===== src/rtl/pipe_stage_elastic.sv =====
// Elastic pipeline stage: valid/ready handshake with optional skid entry,
// synchronous flush and a global stall hold. Head payload is fully registered.
module pipe_stage_elastic #(
    parameter int unsigned WIDTH   = 16,
    parameter bit          SKID_EN = 1'b1
) (
    input  logic             clk,
    input  logic             reset,
    input  logic             stall_pipeline,
    input  logic             flush,
    input  logic             in_valid,
    input  logic [WIDTH-1:0] in_data,
    output logic             in_ready,
    output logic             out_valid,
    output logic [WIDTH-1:0] out_data,
    input  logic             out_ready,
    output logic [1:0]       occupancy
);

    typedef enum logic [1:0] {
        EMPTY = 2'd0,
        FULL  = 2'd1,
        SKID  = 2'd2
    } state_t;

    state_t           state_q, state_d;
    logic [WIDTH-1:0] main_data, skid_data;
    logic             main_valid, skid_valid;
    logic             in_xfer, out_xfer;
    logic             main_load, main_from_skid, skid_load;

    assign main_valid = (state_q != EMPTY);
    assign skid_valid = (state_q == SKID);

    // The skid variant keeps in_ready purely registered; the single-entry
    // variant lets a draining downstream free the slot in the same cycle.
    generate
        if (SKID_EN) begin : g_skid_ready
            assign in_ready = ~skid_valid & ~stall_pipeline & ~flush & ~reset;
        end else begin : g_pass_ready
            assign in_ready = (~main_valid | out_ready) & ~stall_pipeline & ~flush & ~reset;
        end
    endgenerate

    assign in_xfer   = in_valid & in_ready;
    assign out_xfer  = main_valid & out_ready & ~stall_pipeline;
    assign out_valid = main_valid;
    assign out_data  = main_data;
    assign occupancy = {1'b0, main_valid} + {1'b0, skid_valid};

    always_comb begin
        state_d        = state_q;
        main_load      = 1'b0;
        main_from_skid = 1'b0;
        skid_load      = 1'b0;
        if (flush) begin
            state_d = EMPTY;
        end else if (!stall_pipeline) begin
            unique case (state_q)
                EMPTY: begin
                    if (in_xfer) begin
                        state_d   = FULL;
                        main_load = 1'b1;
                    end
                end
                FULL: begin
                    if (in_xfer && out_xfer) begin
                        main_load = 1'b1;
                    end else if (in_xfer && SKID_EN) begin
                        state_d   = SKID;
                        skid_load = 1'b1;
                    end else if (out_xfer) begin
                        state_d = EMPTY;
                    end
                end
                SKID: begin
                    if (out_xfer) begin
                        state_d        = FULL;
                        main_load      = 1'b1;
                        main_from_skid = 1'b1;
                    end
                end
                default: state_d = EMPTY;
            endcase
        end
    end

    always_ff @(posedge clk or posedge reset) begin
        if (reset) begin
            state_q   <= EMPTY;
            main_data <= '0;
            skid_data <= '0;
        end else begin
            state_q <= state_d;
            if (main_load) begin
                main_data <= main_from_skid ? skid_data : in_data;
            end
            if (skid_load) begin
                skid_data <= in_data;
            end
        end
    end

endmodule


===== config.mk =====
export PLATFORM = sky130hd
export DESIGN_NAME = pipe_stage_elastic
export DESIGN_NICKNAME = d
export VERILOG_FILES = /design/src/rtl/pipe_stage_elastic.sv
export SDC_FILE = /design/constraint.sdc
export NUM_CORES = 1
export LEC_CHECK = 0
export ABC_CLOCK_PERIOD_IN_PS = 2700
export CELL_PAD_IN_SITES_DETAIL_PLACEMENT = 0
export CELL_PAD_IN_SITES_GLOBAL_PLACEMENT = 1
export CORE_UTILIZATION = 42
export CTS_CLUSTER_SIZE = 24
export DETAILED_ROUTE_END_ITERATION = 10
export PLACE_DENSITY_LB_ADDON = 0.08
export SLEW_MARGIN = 20
export SYNTH_ARGS = -nofsm -noshare
export SYNTH_HDL_FRONTEND = slang
export SYNTH_SLANG_ARGS = --single-unit
export TNS_END_PERCENT = 100

===== constraint.sdc =====
create_clock -name clk -period 2.7 [get_ports clk]
set_input_delay 0.54 -clock clk [delete_from_list [all_inputs] [get_ports clk]]
set_output_delay 0.54 -clock clk [all_outputs]
set_load 0.05 [all_outputs]

==> metrics, run 1 <==
status completed; CTS tree built; count leader, synth dfrtp_1; setup_tns 0 ps; largest net degree at the start of global routing 35; Die ar. 0.00416 mm^2; Clk pin slew, worst setup/hold paths 60 ps; placed cell area 0.00208 mm^2; hpwl dp 1.96 mm; prevailing post-synth register cell dfrtp_1; Critical Path AT 1810 ps; Cells after DPL 198; Final setup viols 0; Net count, final 179; width of the chip 64.5 um; post-synth top area share 0.519; distinct cell type count of the synthesized netlist 28; top-level port count 42; Critical Path Fanout Max 6; Final WS setup 346 ps; CP Class flop to primary output; Clock Latency Late Sink 280 ps; htree depth 2; Routed wire per std cell 13.7 um; Max-Cap Viols 0; core area 0.00372 mm^2; FMAX 425 MHz; Synth Register Bits 34; Hold Path Class flop to flop; Pins Over Slew Limit 0; Critical Path End Type primary output; initial antenna violation count 0; drt drc 0; clk_skew 2.80 ps; transition time of the tightest slew-check pin 687 ps; Starting Density 0.441; Final Core Density 0.591; antenna cell count 0; grt total ovfl 0; DRT Pass-1 Iters 4; root buf cell clkbuf_8; Synth Area per Inst 14.6 um^2; number of synthesized flops with an enable pin 0; synthesized cell area 0.00164 mm^2; ratio of cells with drive above 1 in the final layout 0.338; Leak 0.000993 uW; Num CTS Buffers 5; setup slack at placement 252 ps; RSZ-0062 raised after global routing no; Routed Antenna Nets 0; clk sinks 34; Worst path slowest cell clkdlybuf4s50_1; post-layout min period 2350 ps; largest area contributor in the netlist dfrtp_1; routability cong. 0.848; vias in the first global route 1016; fin cells 205; Post CTS Setup Buffer Count 0; FFs w/ async S/R, synth 1.00; # fillers 309; critical path launch point type flop; R2R setup slack 860 ps; Syn. warnings 0; syn nets 134; worst endpoint required time 2160 ps; fin crit share 0.872; sequential area share after synthesis 0.519; Port Buffer Count 41; PwrDens 725 mW/mm^2; vias per cell 4.97; Layout area overhead 33.9%; Syn Inst Count 112; cts repair resizes 0; FP Rows 22; Commonest cells post-synth dfrtp_1, mux2_2, mux2_1, mux2_4; clock tree buffer depth 2; Crit path largest cell delay 840 ps; initial DRC count 9; final hold vios 0; first-pass GRT wire length 4.78 mm; post-route cell area 0.00220 mm^2; Max IR drop VDD 0.000456 V; via count 1019; ranking of synthesized cells by area dfrtp_1, mux2_2, mux2_4; worst path cell trace nor2b_2 -> clkdlybuf4s50_1; Die Span Y 64.5 um; GRT Total Usage 0.156; cts-stage hold buffer count 0; final WL 2.82 mm; relative slew slack 0.542
[critical path: cells and delay by family, from the launching register on]
family / cells / cell delay [ps]
flops: 1 / 430
buf+inv: 1 / 840
simple gates: 1 / 270
[through the flow]
step                      hold WS [ps]  total power [uW]
after detailed placement           479              1140
after global routing               516              1670
after global placement             467              1130
after floorplan                    459               959
after CTS                          494              1620
final                              488              1590
[cells in the final DEF, fill, tap and decap left out, types with 2 or more instances in the layout]
| cell | netlist | routed |
|---|---|---|
| inv_1 | 2 | 2 |
| and2_1 | 2 | 2 |
| a21oi_1 | 2 | 2 |
| mux2_1 | 10 | 10 |
| a21o_1 | 2 | 2 |
| mux2_2 | 28 | 28 |
| clkdlybuf4s50_1 | 0 | 40 |
| mux2_4 | 10 | 10 |
| dfrtp_1 | 34 | 34 |
| clkbuf_8 | 0 | 6 |
| buf_4 | 1 | 3 |
| nor2b_1 | 2 | 2 |
[path summary, 6_finish.rpt]
kind / from / endpoint / depth (start not counted)
max reg2reg: state_q[1]$_DFFE_PP0P_ / out_data[9]$_DFFE_PP0P_ / 4
min reg2reg: skid_data[10]$_DFFE_PP0P_ / skid_data[10]$_DFFE_PP0P_ / 1
max: state_q[1]$_DFFE_PP0P_ / occupancy[1] / 2
min in group asynchronous: reset / skid_data[14]$_DFFE_PP0P_ / 3
min: skid_data[10]$_DFFE_PP0P_ / skid_data[10]$_DFFE_PP0P_ / 1
max in group asynchronous: reset / out_data[2]$_DFFE_PP0P_ / 3
[where the power goes]
part | leakage, uW | internal (uW) | switching, uW
sequential | 0.000437 | 594 | 40.5
combinational | 0.000499 | 205 | 288
clock | 0.0000573 | 295 | 170
[final cells by class]
type | instances | area [um^2] | area share
Clock inverter | 1 | 30.0 | 0.0137
Tap cell | 48 | 60.1 | 0.0273
Multi-Input combinational cell | 70 | 723 | 0.329
Clock buffer | 6 | 82.6 | 0.0376
Inverter | 2 | 7.51 | 0.00342
Timing Repair Buffer | 44 | 443 | 0.202
Sequential cell | 34 | 851 | 0.387
[metal layers]
metal,track usage,part of all wire
met1,0.184,0.45
met3,0.0581,0.060
met5,0,0
met2,0.255,0.47
met4,0.0667,0.018
[flip-flops by register name, summed over array words and instances (netlist names)]
name,cells
skid_data,16
out_data,16
state_q,2
[kinds of logic (layout without fill, tap and decap cells)]
kind of cell / count (synthesis) / after routing / synth area share
and+or+nand+nor: 15 / 15 / 0.0587
DFF: 34 / 34 / 0.519
muxes: 48 / 48 / 0.352
AOI/OAI and AO/OA: 7 / 7 / 0.0298
buffers and inverters: 8 / 53 / 0.0404
Power figures use the tool's default switching activity.
==> inputs of run 2 (changes only) <==
SLEW_MARGIN = 30   (was 20)
==> results of run 2 <==
Final layout, timing and power as in run 1 (identical DEF).
==> inputs of run 3 (changes only) <==
ABC_AREA = 1   (was not set)
CORE_UTILIZATION = 39   (was 42)
==> metrics, run 3 <==
Hold Path Class flop to flop (unchanged); RSZ-0062 raised after global routing no (unchanged); Syn. warnings 0 (unchanged); Clock Latency Late Sink 280 ps (about the same); GRT Total Usage 0.173 (was 0.156); Die Span Y 70.0 um (was 64.5 um); htree depth 2 (unchanged); width of the chip 70.0 um (was 64.5 um); Critical Path AT 1900 ps (was 1810 ps); prevailing post-synth register cell dfrtp_1 (unchanged); vias in the first global route 1487 (was 1016); fin crit share 0.903 (was 0.872); Commonest cells post-synth nand2_1, dfrtp_1, nand3_1, inv_1, nor2_1 (was dfrtp_1, mux2_2, mux2_1, mux2_4); hold path start out_data[6]$_DFFE_PP0P_ (was skid_data[10]$_DFFE_PP0P_); Worst path slowest cell clkdlybuf4s50_1 (unchanged); largest family of logic cells by synthesized area simple AND/OR/NAND/NOR gates (was multiplexers); number of synthesized flops with an enable pin 0 (unchanged); ranking of synthesized cells by area dfrtp_1, nand2_1, nand3_1 (was dfrtp_1, mux2_2, mux2_4); core area 0.00441 mm^2 (was 0.00372 mm^2); synthesized cell area 0.00180 mm^2 (was 0.00164 mm^2); worst path cell trace nand2_4 -> inv_1 -> clkdlybuf4s50_1 (was nor2b_2 -> clkdlybuf4s50_1); count leader, synth nand2_1 (was dfrtp_1); commonest non-fill, non-tap cell in the layout nand2_1 (was clkdlybuf4s50_1); Pins Over Slew Limit 0 (unchanged); setup_tns 0 ps (unchanged); FP Rows 24 (was 22); mux cell area share after synthesis 0 (was 0.352); Crit path largest cell delay 800 ps (was 840 ps); Synth Register Bits 34 (unchanged); Final setup viols 0 (unchanged); largest net degree at the start of global routing 35 (unchanged); Critical Path Fanout Max 6 (unchanged); Synth Area in Simple Gates 0.348 (was 0.0587); grt total ovfl 0 (unchanged); hpwl dp 2.61 mm (was 1.96 mm); clk_skew 3.32 ps (was 2.80 ps); ratio of cells with drive above 1 in the final layout 0.154 (was 0.338); clock tree buffer depth 2 (unchanged); worst endpoint required time 2160 ps (about the same); post-synth top area share 0.472 (was 0.519); clk sinks 34 (unchanged); largest area contributor in the netlist dfrtp_1 (unchanged); Max IR drop VDD 0.000307 V (was 0.000456 V); Max-Cap Viols 0 (unchanged); Net count, final 281 (was 179); Critical Path End Type primary output (unchanged); FFs w/ async S/R, synth 1.00 (unchanged); Layout area overhead 29.3% (was 33.9%); via count 1441 (was 1019); post-layout min period 2440 ps (was 2350 ps); relative slew slack 0.664 (was 0.542); most frequent cells in the layout nand2_1, clkdlybuf4s50_1, dfrtp_1 (was clkdlybuf4s50_1, dfrtp_1, mux2_2); Routed Antenna Nets 0 (unchanged); drt drc 0 (unchanged); first-pass GRT wire length 6.63 mm (was 4.78 mm); Die ar. 0.00490 mm^2 (was 0.00416 mm^2); distinct cell type count of the synthesized netlist 25 (was 28); CP Class flop to primary output (unchanged); critical path launch point type flop (unchanged); root buf cell clkbuf_8 (unchanged); CTS tree built (unchanged); cts repair resizes 0 (unchanged); initial DRC count 64 (was 9); FMAX 410 MHz (was 425 MHz); PwrDens 903 mW/mm^2 (was 725 mW/mm^2); XOR/XNOR share of the synthesized area 0 (unchanged); Syn Inst Count 215 (was 112); top-level port count 42 (unchanged); sequential area share after synthesis 0.472 (was 0.519); Starting Density 0.409 (was 0.441); Synth Area in Adders 0 (unchanged); Clk pin slew, worst setup/hold paths 60 ps (about the same); routability cong. 0.742 (was 0.848); cts-stage hold buffer count 0 (unchanged); Synth Area in Compound Gates 0.0915 (was 0.0297); Synth Area per Inst 8.39 um^2 (was 14.6 um^2); Port Buffer Count 41 (unchanged); antenna cell count 0 (unchanged); transition time of the tightest slew-check pin 502 ps (was 687 ps); syn nets 237 (was 134); setup slack at placement 364 ps (was 252 ps); Num CTS Buffers 5 (unchanged); final WL 3.64 mm (was 2.82 mm); vias per cell 4.62 (was 4.97); Final WS setup 263 ps (was 346 ps); Leak 0.00124 uW (was 0.000993 uW); Post CTS Setup Buffer Count 0 (unchanged); status completed (unchanged); final hold vios 0 (unchanged); DRT Pass-1 Iters 4 (unchanged); initial antenna violation count 0 (unchanged); Critical Path Start state_q[1]$_DFFE_PP0P_ (unchanged); Routed wire per std cell 11.7 um (was 13.7 um); Worst R2R Start state_q[1]$_DFFE_PP0P_ (unchanged)
run 3: changes by cell type after synthesis, moves of 7 or more:
cell,change
nand2_1,+71
mux2_2,-28
nand3_1,+28
inv_1,+15
nor2_1,+12
mux2_1,-10
mux2_4,-10
a21oi_1,+7
run 3: cell families after synthesis:
logic type,Yosys count
AO/OA/AOI/OAI,24
buffers and inverters,29
AND/OR/NAND/NOR,128
flip-flops,34
run 3: worst max-delay path: cells and delay by family (launching register included):
family,cells,cell delay (ps)
buffers and inverters,2,900
AND/OR/NAND/NOR,1,160
flip-flops,1,550
run 3: power breakdown:
group	internal (uW)	switching [uW]
clock network	206	177
registers	700	91.6
logic	311	619
total	1220	888
run 3: layout make-up:
| type | instances | area, um^2 |
|---|---|---|
| fillers | 442 | 2080 |
| flip-flops and latches | 34 | 851 |
| multi-input cells | 152 | 793 |
| repair buffers | 45 | 450 |
| clock buffers | 7 | 86.3 |
| inverters | 21 | 81.3 |
| well taps | 52 | 65.1 |
| clock inverters | 1 | 5.00 |
run 3: path summary, 6_finish.rpt:
check | endpoint | slack, ps | cells past startpoint
setup reg to reg | out_data[11]$_DFFE_PP0P_ | 1030 | 6
hold reg to reg | out_data[6]$_DFFE_PP0P_ | 470 | 2
setup / recovery | occupancy[1] | 260 | 3
min in group asynchronous | state_q[0]$_DFFE_PP0P_ | 790 | 3
hold / removal | out_data[6]$_DFFE_PP0P_ | 470 | 2
max in group asynchronous | out_data[5]$_DFFE_PP0P_ | 1600 | 3
run 3: metal layers:
metal / part of all wire / vias to the layer above / track usage
met5: 0 / - / 0
met4: 0.020 / 0 / 0.0733
met3: 0.031 / 8 / 0.0375
met2: 0.51 / 26 / 0.314
met1: 0.44 / 640 / 0.195
li1: - / 767 / -
run 3: per-stage QoR:
step,utilization,power (uW),instance area (um^2),std cells,hold WS [ps]
after floorplan,-,1430,1800,215,443
after global placement,0.508,1730,2240,304,453
after detailed placement,0.508,1750,2240,304,457
after CTS,0.528,2140,2330,312,475
after global routing,0.528,2250,2330,312,488
final,0.528,2110,2330,312,470
